--- config.mk ---
export PLATFORM = sky130hd
export DESIGN_NAME = multi_tickgen
export DESIGN_NICKNAME = d
export VERILOG_FILES = /design/src/rtl/multi_tickgen.sv
export SDC_FILE = /design/constraint.sdc
export NUM_CORES = 1
export LEC_CHECK = 0
export CAP_MARGIN = 15
export CORE_UTILIZATION = 60
export DETAILED_ROUTE_END_ITERATION = 12
export PLACE_DENSITY = 0.79
export SKIP_LAST_GASP = 1
export SLEW_MARGIN = 10
export SYNTH_ARGS = -nofsm -noshare
export SYNTH_HDL_FRONTEND = slang
export SYNTH_SLANG_ARGS = --single-unit
--- constraint.sdc ---
create_clock -name clk -period 4.7 [get_ports clk]
set_input_delay 0.47 -clock clk [delete_from_list [all_inputs] [get_ports clk]]
set_output_delay 0.47 -clock clk [all_outputs]
set_load 0.01 [all_outputs]
--- src/rtl/multi_tickgen.sv ---
// Multi-channel runtime-programmable tick generator with a free-running sweep counter.
// Optional one-shot mode per channel: define MULTI_TICKGEN_ONESHOT_EN.
module multi_tickgen #(
  parameter int                    NUM_CH     = 3,
  parameter int                    CNT_W      = 27,
  parameter logic [NUM_CH*CNT_W-1:0] RESET_DIVS = {27'd100_000_000, 27'd333_334, 27'd16_777_216},
  parameter int                    FREE_W     = 24
) (
  input  logic              clk,
  input  logic              rst,
  input  logic [NUM_CH-1:0] en,
  input  logic              sync,
  input  logic              wr_en,
  input  logic [2:0]        wr_sel,
  input  logic [CNT_W-1:0]  wr_div,
`ifdef MULTI_TICKGEN_ONESHOT_EN
  input  logic [NUM_CH-1:0] oneshot,
  output logic [NUM_CH-1:0] done,
`endif
  output logic [NUM_CH-1:0] tick,
  output logic [NUM_CH-1:0] sq,
  output logic [FREE_W-1:0] free_cnt,
  output logic              free_wrap
);

  logic [CNT_W-1:0]  cnt [NUM_CH];
  logic [CNT_W-1:0]  div [NUM_CH];
  logic [CNT_W-1:0]  dm1 [NUM_CH];
  logic [NUM_CH-1:0] wr_hit;
  logic [NUM_CH-1:0] halt;

  // A divisor of 0 behaves as 1, so the terminal count is clamped at 0.
  always_comb begin
    for (int i = 0; i < NUM_CH; i++) begin
      dm1[i]    = (div[i] == '0) ? '0 : div[i] - CNT_W'(1);
      wr_hit[i] = wr_en && (wr_sel == 3'(i));
    end
  end

`ifdef MULTI_TICKGEN_ONESHOT_EN
  // Halt once the single tick has been issued, and stay halted while done is set.
  assign halt = oneshot & (done | tick);

  always_ff @(posedge clk or negedge rst) begin
    if (!rst) begin
      done <= '0;
    end else begin
      for (int i = 0; i < NUM_CH; i++) begin
        if (sync || wr_hit[i] || !oneshot[i]) begin
          done[i] <= 1'b0;
        end else if (tick[i]) begin
          done[i] <= 1'b1;
        end
      end
    end
  end
`else
  assign halt = '0;
`endif

  always_ff @(posedge clk or negedge rst) begin
    if (!rst) begin
      for (int i = 0; i < NUM_CH; i++) begin
        cnt[i] <= '0;
        div[i] <= RESET_DIVS[i*CNT_W +: CNT_W];
      end
      tick <= '0;
      sq   <= '0;
    end else begin
      for (int i = 0; i < NUM_CH; i++) begin
        if (sync || wr_hit[i]) begin
          cnt[i]  <= '0;
          tick[i] <= 1'b0;
          if (sync)      sq[i]  <= 1'b0;
          if (wr_hit[i]) div[i] <= wr_div;
        end else if (halt[i]) begin
          cnt[i]  <= '0;
          tick[i] <= 1'b0;
        end else if (en[i]) begin
          if (cnt[i] == dm1[i]) begin
            cnt[i]  <= '0;
            tick[i] <= 1'b1;
            sq[i]   <= ~sq[i];
          end else begin
            cnt[i]  <= cnt[i] + CNT_W'(1);
            tick[i] <= 1'b0;
          end
        end else begin
          tick[i] <= 1'b0;
        end
      end
    end
  end

  // The wrap strobe is registered alongside the count so it coincides with free_cnt==0.
  always_ff @(posedge clk or negedge rst) begin
    if (!rst) begin
      free_cnt  <= '0;
      free_wrap <= 1'b0;
    end else begin
      free_cnt  <= free_cnt + FREE_W'(1);
      free_wrap <= &free_cnt;
    end
  end

endmodule

Word-level counts from Yosys, hierarchy flattened
Cells that the tools add are included.
{ "word_totals": {"regBits": 193, "inputBits": 37, "output_inout_bits": 31, "wordCells": 84} }
{ "op_classes": {"add_sub_neg": 7, "eq_ne": 8, "muxes": 31, "n_bitwise": 3, "n_reduce_logical": 23} }
{ "ops": {"columns": ["operator", "n"], "rows": [
  ["$mux W27", 12],
  ["$add A27 B1 Y27 const B", 3],
  ["$eq A27 B27 Y1", 3],
  ["$logic_not A27 Y1", 3],
  ["$sub A27 B1 Y27 const B", 3],
  ["$add A24 B1 Y24 const B", 1],
  ["$reduce_and A24 Y1", 1],
  ["$mux W1", 19],
  ["$reduce_bool A2 Y1", 6],
  ["$reduce_and A3 Y1", 3],
  ["$ne A2 B2 Y1 const B", 3],
  ["$reduce_and A2 Y1", 3],
  ["$eq A3 B1 Y1 const B", 1],
  ["$eq A3 B2 Y1 const B", 1],
  ["$logic_and A1 B1 Y1", 3],
  ["$logic_not A3 Y1", 1],
  ["$logic_or A1 B1 Y1", 3],
  ["$not A1 Y1", 3]
]} }

Depth between registers and ports, before layout
{ "logic_depth": {"word_depth": 6, "depth_mapped": 15, "ltp_nobuf": 12} }

Least setup slack after synthesis
No wires, ideal clock.
{ "synth_timing": {"path_kind": "reg2reg", "from": "reg div[7] (netlist name)", "to": "reg cnt[3] (netlist name)", "setup_ns": 0.124, "arrival_ns": 4.117, "t_required_ns": 4.576, "setup_slack_ns": 0.459, "stages_incl_launch_ff": 15, "path_buffers": 4, "synth_period_minus_slack_ns": 4.241, "cell_sequence": "dfrtp_1 -> buf_6 -> or4_4 -> or4_1 -> buf_2 -> or4_4 -> buf_6 -> nor2_2 -> o2111ai_1 -> or4_1 -> or4_4 -> o21ai_4 -> buf_6 -> nor3_1 -> a211o_1"} }
{ "synth_via": {"elab_chain_cells": 6, "word_cells_on_any_way": 7, "cone_classes": "add/sub (1); eq/ne (1); mux (4); reduce/logical (1)"} }
{ "synth_lines": {"columns": ["element", "line", "text"], "rows": [
  ["from (decl)", "27", "logic [CNT_W-1:0] div [NUM_CH];"],
  ["from (signal, indexed assignment)", "65", "div[i] <= RESET_DIVS[i*CNT_W +: CNT_W];"],
  ["from (signal, indexed assignment)", "75", "if (wr_hit[i]) div[i] <= wr_div;"],
  ["$sub A27 B1 Y27 or $logic_not A27 Y1 (tied branches)", "35", "dm1[i] = (div[i] == '0) ? '0 : div[i] - CNT_W'(1);"],
  ["$mux W27 (*)", "35", null],
  ["$eq A27 B27 Y1 (*)", "80", "if (cnt[i] == dm1[i]) begin"],
  ["$mux W27 (*)", "80", null],
  ["$mux W27 (*)", "79", "end else if (en[i]) begin"],
  ["$mux W27 (*)", "71", "if (sync || wr_hit[i]) begin"],
  ["to (signal, indexed assignment)", "85", "cnt[i] <= cnt[i] + CNT_W'(1);"],
  ["to (decl)", "26", "logic [CNT_W-1:0] cnt [NUM_CH];"]
]} }
Every way passes the cells marked *; elsewhere a longest branch is shown, timed or not. The select of a mux whose other input is x is not followed.
A chain may end at the register's enable or synchronous reset.

Worst setup path after layout
{ "layout_timing": {"from": "reg div[7] (netlist name)", "to": "reg cnt[4] (netlist name)"} }
The elaborated chain is that of the path after synthesis.

==> summary.md <==
| Metric | Value |
|---|---|
| Outcome | `finished clean` |
| Die height | `approximately 150 um` |
| Placed instance count | `1800` |
| Leading cell type in the layout, fill and taps excluded | `dfrtp_1` |
| Yosys reg bits | `just under 200` |
| Vias per std cell | `roughly 6.7` |
| # IOs | `a little under 70` |
| VDD IR max | `around 0.27 mV` |
| CTS Root Cell | `clkbuf_16` |
| Number of I/O port buffers | `67` |
| Utilization after layout | `~70%` |
| Clock Path Buffers | `2` |
| Latest clock arrival within the worst-skew pair | `0.46 ns` |
| Synth Instances | `roughly 1500` |
| Crit path required time | `between 5 and 6 ns` |
| Tmin final | `4.420 ns` |
| FMAX | `about 0.23 GHz` |
| Worst setup path endpoint | `cnt[4]` |
| WL final | `about 38000 um` |
| GRT Overall Usage | `approximately 34%` |
| 1st-iter DRT viols | `around 1200` |
| Distinct cells, synth | `76` |
| Pin count of the biggest net entering global routing | `108` |
| Pleak | `between 5 and 6 nW` |
| Final Hold Violating Endpoints | `0` |
| Synthesized area | `0.01321 sq mm` |
| Crit. End Element | `flop` |
| Crit. Startpoint | `div[7]` |
| Die Wd | `roughly 150 um` |
| Post-Route Setup TNS | `0 ns` |
| Cts bufs inserted | `17` |
| Layout cells sized above 1 | `13.49%` |
| Post-DR wirelength/cell | `approximately 20 um` |
| Seq/Total Area, Yosys | `approximately 37%` |
| Fin cells | `~1800` |
| Final Cycle Share | `a little over nine tenths` |
| Final ANT Viol Nets | `0` |
| Synthesized Nets | `between 1500 and 2000` |
| WP data arrival | `between 4 and 5 ns` |
| # nets final | `between 1500 and 2000` |
| Grt ovf | `0` |
| Worst Skew | `between 0.015 and 0.02 ns` |
| Num rows | `53` |
| CTS tree | `done` |
| Most frequent cells in the layout | `dfrtp_1, nand2_1, nor2_1` |
| P&R area growth vs syn | `12.23%` |
| Unrepaired setup endpoints after global routing | `false` |
| Ys async rst share | `100.0%` |
| Avg Cell Area, Syn | `~8.7 sq um` |
| Post-synth EDFFs | `0` |
| Postcts setup bufs | `0` |
| R2r startpoint | `div[7]` |
| Maximum capacitance violations | `0` |
| Hold crit path type | `in2async` |
| Clock sink count | `193` |
| Cts repair resizes | `0` |
| WS Path Type | `reg2reg` |
| Final Wtd Congestion | `between 0.9 and 1` |
| Hold Slack | `between 0.1 and 0.15 ns` |
| Initial Util | `slightly above 60%` |
| Hold_buf cts | `0` |
| H-tree level count | `4` |
| R2r setup slk | `approximately 0.28 ns` |
| Synth top area share | `between 30% and 40%` |
| Synth warnings | `0` |
| Post-DP HPWL | `27620 um` |
| PwrDens | `335.4 mW/mm^2` |
| Synth Flop Type | `dfrtp_1` |
| Worst setup SP type | `flop` |
| Area leader, netlist | `dfrtp_1` |
| Initial antenna violation count | `0` |
| Vias in the first global route | `between 10000 and 15000` |
| Remaining DRCs | `0` |
| Reg2reg end | `cnt[4]` |
| Crit-path max FO | `45` |
| First-pass GRT wire length | `60820 um` |
| Ranking of synthesized cells by area | `dfrtp_1, mux2_2, xnor2_1` |
| Least-Margin Pin Slew | `0.9538 ns` |
| Core Region | `between 0.02 and 0.025 sq mm` |
| Worst reg2reg path depth | `11` |
| Pre-antenna DRT Iters | `8` |
| DIE AREA | `between 0.02 and 0.025 sq mm` |
| Final setup viols | `0` |
| Clock transition at path regs | `~0.090 ns` |
| Slew Limit Fails | `0` |
| Vias | `around 12000` |
| Slew headroom | `35.83%` |
metal layers:
metal | vias to the layer above | track usage, % | wire length [um]
li1 | 5735 | - | -
met1 | 5962 | 47.42 | 16140
met2 | 511 | 55.23 | 17740
met3 | 70 | 4.970 | 2784
met4 | 0 | 11.01 | 837
met5 | - | 0 | 0
cells in the mapped netlist (18+ instances only):
cell type  count
xnor2_1       66
or4_1         23
nand3_1       85
nor3_1        66
a21oi_1       38
or3_1         23
clkbuf_1      89
mux2_2        78
o21ai_0       57
nor2_1        92
o311ai_0      30
nor4_1        52
nand2_1      149
xor2_1        31
nand2b_1      18
a31oi_1       29
inv_1         45
and3_1        26
dfrtp_1      172
dfstp_2       21
nand4_1       66
nor3b_1       18
critical path, stage by stage, from the launching register on:
cell       delay [ns]
dfrtp_1          0.47
or4_4            0.59
or4_1            0.64
or4_4            0.62
nor2_2           0.10
o2111ai_1        0.16
or4_1            0.52
or4_4            0.45
o21ai_4          0.16
buf_12           0.22
nor3_1           0.08
a211o_1          0.28
where the power goes:
group | total, mW | switching (mW) | leakage (nW) | internal (mW)
combinational | 1.17 | 0.627 | 2.82 | 0.542
sequential | 2.16 | 0.315 | 2.49 | 1.85
clock | 1.64 | 0.867 | 0.322 | 0.775
flip-flops by register name, indices dropped and copies added (netlist names):
signal,cells
sq,3
free_wrap,1
div,81
tick,3
cnt,81
free_cnt,24
area by class of cell:
type,count,area [sq um]
tap,275,344.1
multi-input combinational,1179,7784
inverter,45,168.9
fill,1701,6457
antenna,1,2.502
sequential,193,4856
clock inverter,15,241.5
timing repair buffer,108,1007
clock buffer,17,425.4
worst min path at each step:
| stage | startpoint | to | slack, ns |
|---|---|---|---|
| 3_3_place_gp | free_cnt[12] | free_cnt[12] | 0.47 |
| 2_1_floorplan | rst | cnt[0] | 0.17 |
| 4_1_cts | rst | cnt[49] | 0.16 |
| 5_1_grt | rst | cnt[49] | 0.21 |
| 3_5_place_dp | free_cnt[12] | free_cnt[12] | 0.47 |
| 6_report | rst | cnt[49] | 0.12 |
logic make-up (layout without fill, tap and decap cells):
logic type	Yosys count	after routing	synth area share (%)
AND/OR/NAND/NOR	704	704	28.72
adder cells (fa/ha/maj)	7	7	0.6628
XOR/XNOR	99	99	6.771
other	0	1	0
buffers and inverters	152	185	4.612
AO/OA/AOI/OAI	277	277	14.77
multiplexers	92	92	7.708
flip-flops	193	193	36.75
metrics by stage:
| stage | cell area, sq um | worst slack (ns) | total power, mW |
|---|---|---|---|
| detailed placement | 14160 | 0.2981 | 3.322 |
| finish | 14830 | 0.2801 | 4.974 |
| floorplan | 13210 | 0.4588 | 2.940 |
| global placement | 14160 | 0.3576 | 3.298 |
| CTS | 14830 | 0.2674 | 4.971 |
| global route | 14830 | 0.05022 | 5.198 |
Note: power is estimated with default switching activity, not from simulation.
